--- config.mk ---
export PLATFORM = sky130hd
export DESIGN_NAME = uart_bus_bridge_flat
export DESIGN_NICKNAME = d
export VERILOG_FILES = /design/src/rtl/uart_bus_bridge_pkg.sv /design/src/rtl/uart_bus_bridge_if.sv /design/src/rtl/uart_bus_bridge_tx_fifo.sv /design/src/rtl/uart_bus_bridge.sv /design/src/flat_wrapper.sv
export SDC_FILE = /design/constraint.sdc
export NUM_CORES = 1
export LEC_CHECK = 0
export CAP_MARGIN = 20
export CORE_UTILIZATION = 36
export CTS_BUF_LIST = sky130_fd_sc_hd__clkbuf_4
export DETAILED_ROUTE_END_ITERATION = 6
export PLACE_DENSITY = 0.68
export SLEW_MARGIN = 20
export SYNTH_ARGS = -nofsm -noshare
export SYNTH_HDL_FRONTEND = slang
export SYNTH_SLANG_ARGS = --single-unit
export TNS_END_PERCENT = 100
--- constraint.sdc ---
create_clock -name sysclk -period 2.4 [get_ports sysclk]
set_input_delay 0.36 -clock sysclk [delete_from_list [all_inputs] [get_ports sysclk]]
set_output_delay 0.36 -clock sysclk [all_outputs]
set_load 0.01 [all_outputs]
--- src/rtl/uart_bus_bridge_pkg.sv ---
// Shared constants for the UART bus bridge: default register offsets,
// CON bit positions, TX state encoding and a CON word packing helper.
package uart_bridge_pkg;

  // Default byte-address offsets of the three registers
  localparam logic [7:0] DEF_ADDR_TXD = 8'h18;
  localparam logic [7:0] DEF_ADDR_RXD = 8'h1C;
  localparam logic [7:0] DEF_ADDR_CON = 8'h20;

  // CON register bit positions
  localparam int CON_TX_IRQ_EN = 0;
  localparam int CON_RX_IRQ_EN = 1;
  localparam int CON_TX_DONE   = 2;
  localparam int CON_RX_VALID  = 3;
  localparam int CON_FIFO_FULL = 4;
  localparam int CON_TX_IDLE   = 5;
  localparam int CON_TX_OVF    = 6;

  // TX sequencing state encoding
  localparam logic [1:0] ST_IDLE      = 2'd0;
  localparam logic [1:0] ST_WAIT_BUSY = 2'd1;
  localparam logic [1:0] ST_WAIT_DONE = 2'd2;

  // Assemble the CON read word; unlisted bits read as zero
  function automatic logic [31:0] pack_con(
    input logic tx_irq_en,
    input logic rx_irq_en,
    input logic tx_done,
    input logic rx_valid,
    input logic fifo_full,
    input logic tx_idle,
    input logic tx_ovf
  );
    logic [31:0] v;
    v                = '0;
    v[CON_TX_IRQ_EN] = tx_irq_en;
    v[CON_RX_IRQ_EN] = rx_irq_en;
    v[CON_TX_DONE]   = tx_done;
    v[CON_RX_VALID]  = rx_valid;
    v[CON_FIFO_FULL] = fifo_full;
    v[CON_TX_IDLE]   = tx_idle;
    v[CON_TX_OVF]    = tx_ovf;
    return v;
  endfunction

endpackage

--- src/rtl/uart_bus_bridge_if.sv ---
// Bundle of the data-memory bus signals and the UART parallel handshake.
// 'slave' is the bridge's view; 'master' is the environment driving the
// bus and playing the UART.
interface uart_bus_bridge_if;
  logic        rd;
  logic        wr;
  logic [7:0]  addr;
  logic [31:0] wdata;
  logic [31:0] rdata;
  logic        irq;
  logic [7:0]  uart_rxd;
  logic        rx_eff;
  logic        rx_read;
  logic [7:0]  uart_txd;
  logic        tx_en;
  logic        tx_status;

  modport slave (
    input  rd, wr, addr, wdata, uart_rxd, rx_eff, tx_status,
    output rdata, irq, rx_read, uart_txd, tx_en
  );

  modport master (
    output rd, wr, addr, wdata, uart_rxd, rx_eff, tx_status,
    input  rdata, irq, rx_read, uart_txd, tx_en
  );
endinterface

--- src/rtl/uart_bus_bridge_tx_fifo.sv ---
// Small synchronous byte FIFO for outgoing UART data. The head is presented
// combinationally so the TX sequencer can launch it in the same cycle it
// decides to pop. Pushes into a full FIFO and pops from an empty one are
// ignored.
module uart_tx_fifo #(
  parameter int DEPTH = 4
) (
  input  logic       clk,
  input  logic       srst,
  input  logic       push,
  input  logic [7:0] din,
  input  logic       pop,
  output logic [7:0] dout,
  output logic       full,
  output logic       empty
);

  localparam int AW = $clog2(DEPTH);
  localparam logic [AW:0] PTR_ONE = {{AW{1'b0}}, 1'b1};

  logic [7:0]  r_mem [DEPTH];
  logic [AW:0] r_wptr;
  logic [AW:0] r_rptr;
  logic        w_do_push;
  logic        w_do_pop;

  // Extra pointer MSB distinguishes full from empty when the indices match
  assign empty     = (r_wptr == r_rptr);
  assign full      = (r_wptr[AW] != r_rptr[AW]) && (r_wptr[AW-1:0] == r_rptr[AW-1:0]);
  assign w_do_push = push && !full;
  assign w_do_pop  = pop && !empty;
  assign dout      = r_mem[r_rptr[AW-1:0]];

  // Pointer update; push and pop in one cycle both advance
  always_ff @(posedge clk) begin
    if (srst) begin
      r_wptr <= '0;
      r_rptr <= '0;
    end else begin
      if (w_do_push) r_wptr <= r_wptr + PTR_ONE;
      if (w_do_pop)  r_rptr <= r_rptr + PTR_ONE;
    end
  end

  // Storage write; contents need no reset since the pointers define validity
  always_ff @(posedge clk) begin
    if (w_do_push) r_mem[r_wptr[AW-1:0]] <= din;
  end

endmodule

--- src/rtl/uart_bus_bridge.sv ---
// CPU-side bridge to the UART peripheral: TXD/RXD/CON registers on the
// data-memory bus, a TX byte FIFO with a launch/handshake sequencer, a
// single-byte RX holding register and a level interrupt.
module uart_bus_bridge
  import uart_bridge_pkg::*;
#(
  parameter int         TX_DEPTH = 4,
  parameter logic [7:0] ADDR_TXD = DEF_ADDR_TXD,
  parameter logic [7:0] ADDR_RXD = DEF_ADDR_RXD,
  parameter logic [7:0] ADDR_CON = DEF_ADDR_CON
) (
  input  logic               sysclk,
  input  logic               reset,
  uart_bus_bridge_if.slave   bus
);

  logic [1:0]  r_state;
  logic        r_tx_en;
  logic [7:0]  r_uart_txd;
  logic        r_tx_done;
  logic        r_tx_ovf;
  logic [1:0]  r_irq_en;
  logic [7:0]  r_rx_hold;
  logic        r_rx_valid;
  logic        r_rx_read;

  logic        w_txd_wr;
  logic        w_con_wr;
  logic        w_rxd_rd;
  logic        w_con_rd;
  logic        w_fifo_full;
  logic        w_fifo_empty;
  logic [7:0]  w_fifo_head;
  logic        w_launch;
  logic        w_tx_done_set;
  logic        w_tx_ovf_set;
  logic        w_capture;
  logic        w_tx_idle;
  logic [31:0] w_rdata;
  logic        w_unused;

  assign w_txd_wr = bus.wr && (bus.addr == ADDR_TXD);
  assign w_con_wr = bus.wr && (bus.addr == ADDR_CON);
  assign w_rxd_rd = bus.rd && (bus.addr == ADDR_RXD);
  assign w_con_rd = bus.rd && (bus.addr == ADDR_CON);

  // Only the low byte of TXD and the two enable bits of CON are writable
  assign w_unused = &{1'b0, bus.wdata[31:8]};

  // Launch the head byte once the UART reports its sender idle
  assign w_launch      = (r_state == ST_IDLE) && !w_fifo_empty && bus.tx_status;
  assign w_tx_done_set = (r_state == ST_WAIT_DONE) && bus.tx_status;
  assign w_tx_ovf_set  = w_txd_wr && w_fifo_full;
  assign w_tx_idle     = w_fifo_empty && (r_state == ST_IDLE);

  // The rx_read guard stops a second capture while the UART drops rx_eff;
  // a same-cycle RXD read also defers capture so the read byte is not lost
  assign w_capture = bus.rx_eff && !r_rx_valid && !r_rx_read && !w_rxd_rd;

  uart_tx_fifo #(
    .DEPTH (TX_DEPTH)
  ) u_tx_fifo (
    .clk   (sysclk),
    .srst  (reset),
    .push  (w_txd_wr),
    .din   (bus.wdata[7:0]),
    .pop   (w_launch),
    .dout  (w_fifo_head),
    .full  (w_fifo_full),
    .empty (w_fifo_empty)
  );

  // TX sequencer: launch, wait for the UART to go busy, then for it to finish
  always_ff @(posedge sysclk) begin
    if (reset) begin
      r_state    <= ST_IDLE;
      r_tx_en    <= 1'b0;
      r_uart_txd <= 8'h00;
    end else begin
      r_tx_en <= 1'b0;
      case (r_state)
        ST_IDLE: begin
          if (w_launch) begin
            r_uart_txd <= w_fifo_head;
            r_tx_en    <= 1'b1;
            r_state    <= ST_WAIT_BUSY;
          end
        end
        ST_WAIT_BUSY: begin
          if (!bus.tx_status) r_state <= ST_WAIT_DONE;
        end
        ST_WAIT_DONE: begin
          if (bus.tx_status) r_state <= ST_IDLE;
        end
        default: r_state <= ST_IDLE;
      endcase
    end
  end

  // Sticky status flags; a set in the same cycle as a CON read wins
  always_ff @(posedge sysclk) begin
    if (reset) begin
      r_tx_done <= 1'b0;
      r_tx_ovf  <= 1'b0;
    end else begin
      if (w_tx_done_set)  r_tx_done <= 1'b1;
      else if (w_con_rd)  r_tx_done <= 1'b0;
      if (w_tx_ovf_set)   r_tx_ovf  <= 1'b1;
      else if (w_con_rd)  r_tx_ovf  <= 1'b0;
    end
  end

  // Interrupt enable bits, the only writable part of CON
  always_ff @(posedge sysclk) begin
    if (reset) begin
      r_irq_en <= 2'b00;
    end else if (w_con_wr) begin
      r_irq_en <= bus.wdata[1:0];
    end
  end

  // RX holding register: capture one byte, acknowledge with a rx_read pulse
  always_ff @(posedge sysclk) begin
    if (reset) begin
      r_rx_hold  <= 8'h00;
      r_rx_valid <= 1'b0;
      r_rx_read  <= 1'b0;
    end else begin
      r_rx_read <= w_capture;
      if (w_capture) begin
        r_rx_hold  <= bus.uart_rxd;
        r_rx_valid <= 1'b1;
      end else if (w_rxd_rd) begin
        r_rx_valid <= 1'b0;
      end
    end
  end

  // Read mux; unmapped offsets return zero
  always_comb begin
    w_rdata = 32'h0;
    if (bus.rd) begin
      if (bus.addr == ADDR_RXD) begin
        w_rdata = {24'h0, r_rx_hold};
      end else if (bus.addr == ADDR_CON) begin
        w_rdata = pack_con(r_irq_en[CON_TX_IRQ_EN], r_irq_en[CON_RX_IRQ_EN],
                           r_tx_done, r_rx_valid, w_fifo_full, w_tx_idle, r_tx_ovf);
      end
    end
  end

  assign bus.rdata    = w_rdata;
  assign bus.irq      = (r_irq_en[CON_TX_IRQ_EN] & r_tx_done) |
                        (r_irq_en[CON_RX_IRQ_EN] & r_rx_valid);
  assign bus.tx_en    = r_tx_en;
  assign bus.uart_txd = r_uart_txd;
  assign bus.rx_read  = r_rx_read;

endmodule

--- src/flat_wrapper.sv ---
// flat-port wrapper written by rule: the top's interface ports become plain ports
module uart_bus_bridge_flat import uart_bridge_pkg::*;
#(
  parameter int         TX_DEPTH = 4,
  parameter logic [7:0] ADDR_TXD = DEF_ADDR_TXD,
  parameter logic [7:0] ADDR_RXD = DEF_ADDR_RXD,
  parameter logic [7:0] ADDR_CON = DEF_ADDR_CON
)
  (sysclk, reset, bus_rd, bus_wr, bus_addr, bus_wdata, bus_uart_rxd, bus_rx_eff, bus_tx_status, bus_rdata, bus_irq, bus_rx_read, bus_uart_txd, bus_tx_en);
  uart_bus_bridge_if bus_i ();
  input  logic sysclk;
  input  logic reset;
  input wire logic [$bits(bus_i.rd)-1:0] bus_rd;
  input wire logic [$bits(bus_i.wr)-1:0] bus_wr;
  input wire logic [$bits(bus_i.addr)-1:0] bus_addr;
  input wire logic [$bits(bus_i.wdata)-1:0] bus_wdata;
  input wire logic [$bits(bus_i.uart_rxd)-1:0] bus_uart_rxd;
  input wire logic [$bits(bus_i.rx_eff)-1:0] bus_rx_eff;
  input wire logic [$bits(bus_i.tx_status)-1:0] bus_tx_status;
  output wire logic [$bits(bus_i.rdata)-1:0] bus_rdata;
  output wire logic [$bits(bus_i.irq)-1:0] bus_irq;
  output wire logic [$bits(bus_i.rx_read)-1:0] bus_rx_read;
  output wire logic [$bits(bus_i.uart_txd)-1:0] bus_uart_txd;
  output wire logic [$bits(bus_i.tx_en)-1:0] bus_tx_en;
  assign bus_i.rd = bus_rd;
  assign bus_i.wr = bus_wr;
  assign bus_i.addr = bus_addr;
  assign bus_i.wdata = bus_wdata;
  assign bus_i.uart_rxd = bus_uart_rxd;
  assign bus_i.rx_eff = bus_rx_eff;
  assign bus_i.tx_status = bus_tx_status;
  assign bus_rdata = bus_i.rdata;
  assign bus_irq = bus_i.irq;
  assign bus_rx_read = bus_i.rx_read;
  assign bus_uart_txd = bus_i.uart_txd;
  assign bus_tx_en = bus_i.tx_en;
  uart_bus_bridge #(.TX_DEPTH(TX_DEPTH), .ADDR_TXD(ADDR_TXD), .ADDR_RXD(ADDR_RXD), .ADDR_CON(ADDR_CON)) u_core (.sysclk(sysclk), .reset(reset), .bus(bus_i));
endmodule
==> run_summary.xml <==
<?xml version="1.0" encoding="UTF-8"?>
<metrics>
  <group name="pwr">
    <metric name="share_clk_of_total_power" unit="">0.408</metric>
    <metric name="vdd_ir_drop_max" unit="V">0.000214</metric>
    <metric name="p_leak" unit="nW">1.51</metric>
    <metric name="switching_share" unit="">0.209</metric>
    <metric name="pwr-share-seq" unit="">0.521</metric>
    <metric name="design_internal_power" unit="mW">1.74</metric>
    <metric name="powerDensity" unit="mW/mm²">582</metric>
    <metric name="comb_power_share" unit="">0.070</metric>
    <metric name="net-switching-power" unit="mW">0.460</metric>
    <metric name="design_power_total" unit="mW">2.20</metric>
  </group>
  <group name="floorplanning">
    <metric name="die_width" unit="µm">91</metric>
    <metric name="fp.coreArea" unit="mm²">0.00769</metric>
    <metric name="floorplan.die.height" unit="µm">91</metric>
    <metric name="fp-row-count" unit="">32</metric>
    <metric name="num_io_pins" unit="">97</metric>
    <metric name="fp.dieArea" unit="mm²">0.00828</metric>
    <metric name="initial_core_util" unit="">0.371</metric>
  </group>
  <group name="global_routing">
    <metric name="grt_pass1_wl" unit="mm">8.97</metric>
    <metric name="antenna_found_initial" unit="">0</metric>
    <metric name="first_global_vias" unit="">1920</metric>
    <metric name="grt_max_degree" unit="">14</metric>
    <metric name="grt.overflow.total" unit="">0</metric>
    <metric name="groute.usage.overall" unit="">0.141</metric>
  </group>
  <group name="worst_setup_path">
    <metric name="worst-setup-path-type" unit="">input port to output pin</metric>
    <metric name="worst-endpoint-required" unit="ps">2040</metric>
    <metric name="crit_end" unit="">bus_rdata[5]</metric>
    <metric name="cp_data_arrival_time" unit="ps">1930</metric>
    <metric name="timing.rr.end" unit="">u_core.u_tx_fifo.r_mem[2][4]</metric>
    <metric name="r2r.worst_path.cells" unit="">5</metric>
    <metric name="critical_path.startpoint_type" unit="">input port</metric>
    <metric name="rr_startpoint" unit="">u_core.u_tx_fifo.r_wptr[2]</metric>
    <metric name="path_max_fanout" unit="">4</metric>
    <metric name="worstSetupStartpoint" unit="">bus_addr[5]</metric>
    <metric name="sort_of_element_at_the_end_of_the_critical_path" unit="">output pin</metric>
    <metric name="r2r_setup_slack" unit="ps">700</metric>
  </group>
  <group name="sta">
    <metric name="final.setup_skew" unit="ps">12.4</metric>
    <metric name="unrepaired_setup_endpoints_after_global_routing" unit="">false</metric>
    <metric name="final_max_slew_viol_count" unit="">0</metric>
    <metric name="peak_freq" unit="GHz">0.436</metric>
    <metric name="report.final.setup_viol" unit="">0</metric>
    <metric name="final_worst_path_period_share" unit="">0.955</metric>
    <metric name="timing_hold_violations_final" unit="">0</metric>
    <metric name="final_period_minus_worst_setup_slack" unit="ps">2290</metric>
  </group>
  <group name="synthesis">
    <metric name="synth.yosys.seq_area_share" unit="">0.555</metric>
    <metric name="post_synth_main_area_contributors" unit="">sky130_fd_sc_hd__edfxtp_1 34%, sky130_fd_sc_hd__dfxtp_1 22%, sky130_fd_sc_hd__mux2i_1 7.0%</metric>
    <metric name="count_of_flip_flops_with_a_built_in_enable_after_synthesis" unit="">32</metric>
    <metric name="average_instance_area_after_synthesis" unit="µm²">13.0</metric>
    <metric name="async_reset_ff_frac" unit="">0</metric>
    <metric name="post_synth_inst_count" unit="">219</metric>
    <metric name="synth.distinct_cells" unit="">40</metric>
    <metric name="post_synthesis_instance_area" unit="mm²">0.00285</metric>
    <metric name="post-synth-top-area-cell" unit="">sky130_fd_sc_hd__edfxtp_1</metric>
    <metric name="ys.warnings.count" unit="">0</metric>
    <metric name="synth_seq_cells" unit="">63</metric>
    <metric name="synth-main-ff-cell" unit="">sky130_fd_sc_hd__edfxtp_1</metric>
    <metric name="synth_top_area_share" unit="">0.337</metric>
  </group>
  <group name="clock_network">
    <metric name="post_cts_hold_buffer_count" unit="">0</metric>
    <metric name="cts_tree" unit="">yes</metric>
    <metric name="cts.root.buffer_cell" unit="">sky130_fd_sc_hd__clkbuf_4</metric>
    <metric name="clock_insertion_delay_worst_skew" unit="ps">400</metric>
    <metric name="clkSinkCount" unit="">63</metric>
    <metric name="clock_tree.htree_level_count" unit="">3</metric>
    <metric name="cts_max_path_buffers" unit="">2</metric>
    <metric name="cts_buf_count" unit="">9</metric>
    <metric name="clk_pin_slew" unit="ps">100</metric>
  </group>
  <group name="placement">
    <metric name="finalWeightedCongestion" unit="">0.694</metric>
    <metric name="placement.io_buffers" unit="">48</metric>
    <metric name="placement_stage_cell_area" unit="mm²">0.00355</metric>
    <metric name="post-dp-hpwl" unit="mm">3.81</metric>
  </group>
  <group name="route">
    <metric name="detailroute.via_count" unit="">1866</metric>
    <metric name="remaining_drc_errors" unit="">0</metric>
    <metric name="antenna_violating_nets_post_route" unit="">0</metric>
    <metric name="drt-initial-drc-count" unit="">80</metric>
    <metric name="drt_first_pass_iters" unit="">4</metric>
    <metric name="drt_wirelength" unit="mm">5.34</metric>
    <metric name="routed_wire_length_per_instance" unit="µm">13.2</metric>
    <metric name="detail_route.vias_per_cell" unit="">4.61</metric>
  </group>
  <group name="flow_run">
    <metric name="max_cap_violations" unit="">0</metric>
  </group>
  <group name="status">
    <metric name="status" unit="">finished clean</metric>
  </group>
  <group name="layout">
    <metric name="n_antenna_cell" unit="">0</metric>
    <metric name="area_growth" unit="%">32.6</metric>
    <metric name="total_number_of_nets_in_the_final_design" unit="">357</metric>
    <metric name="layout-drive-gt1-share" unit="">0.251</metric>
    <metric name="fillCellCount" unit="">679</metric>
    <metric name="finalInstanceArea" unit="mm²">0.00378</metric>
  </group>
  <group name="hold_path">
    <metric name="hold-path-cell-count" unit="">2</metric>
    <metric name="worstHoldPathType" unit="">flip-flop to flip-flop</metric>
  </group>
</metrics>
## power by group through the flow
stage	sequential [mW]	combinational (mW)	clock, mW
2_1_floorplan	1.17	0.0967	0
3_3_place_gp	1.17	0.151	0
3_5_place_dp	1.17	0.155	0
4_1_cts	1.15	0.156	0.918
5_1_grt	1.15	0.169	0.960
6_report	1.15	0.155	0.900
## sequential cells by signal (all words and copies together) (netlist names)
register                 cells
u_core.u_tx_fifo.r_mem      32
u_core.bus.uart_txd          8
u_core.r_rx_hold             8
u_core.u_tx_fifo.r_rptr      3
u_core.u_tx_fifo.r_wptr      3
u_core.r_irq_en              2
u_core.r_state               2
u_core.bus.rx_read           1
u_core.bus.tx_en             1
u_core.r_rx_valid            1
u_core.r_tx_done             1
u_core.r_tx_ovf              1
## what timing repair did
item,CTS,global route
gates resized for setup,30,5
pin swaps,3,3
setup buffers,7,0
gates cloned,1,0
endpoints found under the setup margin,8,8
## logic make-up after synthesis
logic type,count (synthesis),share of synthesized area
flops,63,0.555
simple gates,60,0.125
buf+inv,38,0.0869
mux,30,0.141
compound gates,16,0.0500
xor+xnor,6,0.0184
fa+ha+maj,5,0.0219
other cells,1,0.00132
## worst min path at each step
stage / start / to
finish: u_core.r_tx_ovf / u_core.r_tx_ovf
global route: u_core.r_tx_done / u_core.r_tx_done
CTS: u_core.r_tx_ovf / u_core.r_tx_ovf
detailed placement: u_core.r_tx_ovf / u_core.r_tx_ovf
global placement: u_core.bus.uart_txd[2] / u_core.bus.uart_txd[2]
floorplan: bus_tx_status / u_core.r_state[1]
## critical path, stage by stage
cell	delay (ps)
sky130_fd_sc_hd__clkdlybuf4s50_1	470
sky130_fd_sc_hd__or3b_4	400
sky130_fd_sc_hd__nor4_4	180
sky130_fd_sc_hd__buf_6	140
sky130_fd_sc_hd__buf_6	100
sky130_fd_sc_hd__a32o_1	150
sky130_fd_sc_hd__buf_2	120
## cell type report
type                       count  area (µm²)  area share
clock inverter                 7         111      0.0295
timing repair buffer          78         757       0.200
multi-input combinational    141        1120       0.295
clock buffer                   9        67.6      0.0179
inverter                       5        18.8     0.00496
sequential                    63        1580       0.418
tap                          102         128      0.0338
## cells in the mapped netlist (all sizes together), types with 4 or more instances
cell	number
mux4	8
a22o	7
dfxtp	31
xnor2	5
mux2i	20
buf	30
nor2	28
nor3	4
nand2b	4
inv	5
and2	5
ha	5
edfxtp	32
## layer usage
| metal | wire length [µm] | up-vias | GRT usage |
|---|---|---|---|
| li1 | - | 904 | - |
| met1 | 2360 | 901 | 0.170 |
| met2 | 2650 | 55 | 0.234 |
| met3 | 260 | 6 | 0.0444 |
| met4 | 77 | 0 | 0.0582 |
| met5 | 0 | - | 0 |
## per-stage QoR
stage                     setup slack, ps  TNS (ps)  instances   util  hold WS [ps]
final                                 107         0        405  0.492           501
after global routing                 19.8         0        405  0.492           533
after CTS                            9.75         0        405  0.490           506
after detailed placement             -401     -6880        382  0.462           489
after global placement               -380     -6000        382  0.462           479
after floorplan                       319         0        242      -           437
## layout by cell type (no fill, tap or decap), drive strengths merged, types with 7 or more instances in the layout
master | netlist | routed
nor2 | 28 | 28
mux2i | 20 | 20
mux4 | 8 | 8
dfxtp | 31 | 31
clkdlybuf4s50 | 0 | 36
conb | 1 | 24
buf | 30 | 36
clkbuf | 3 | 9
a22o | 7 | 7
edfxtp | 32 | 32
Power figures use the tool's default switching activity.
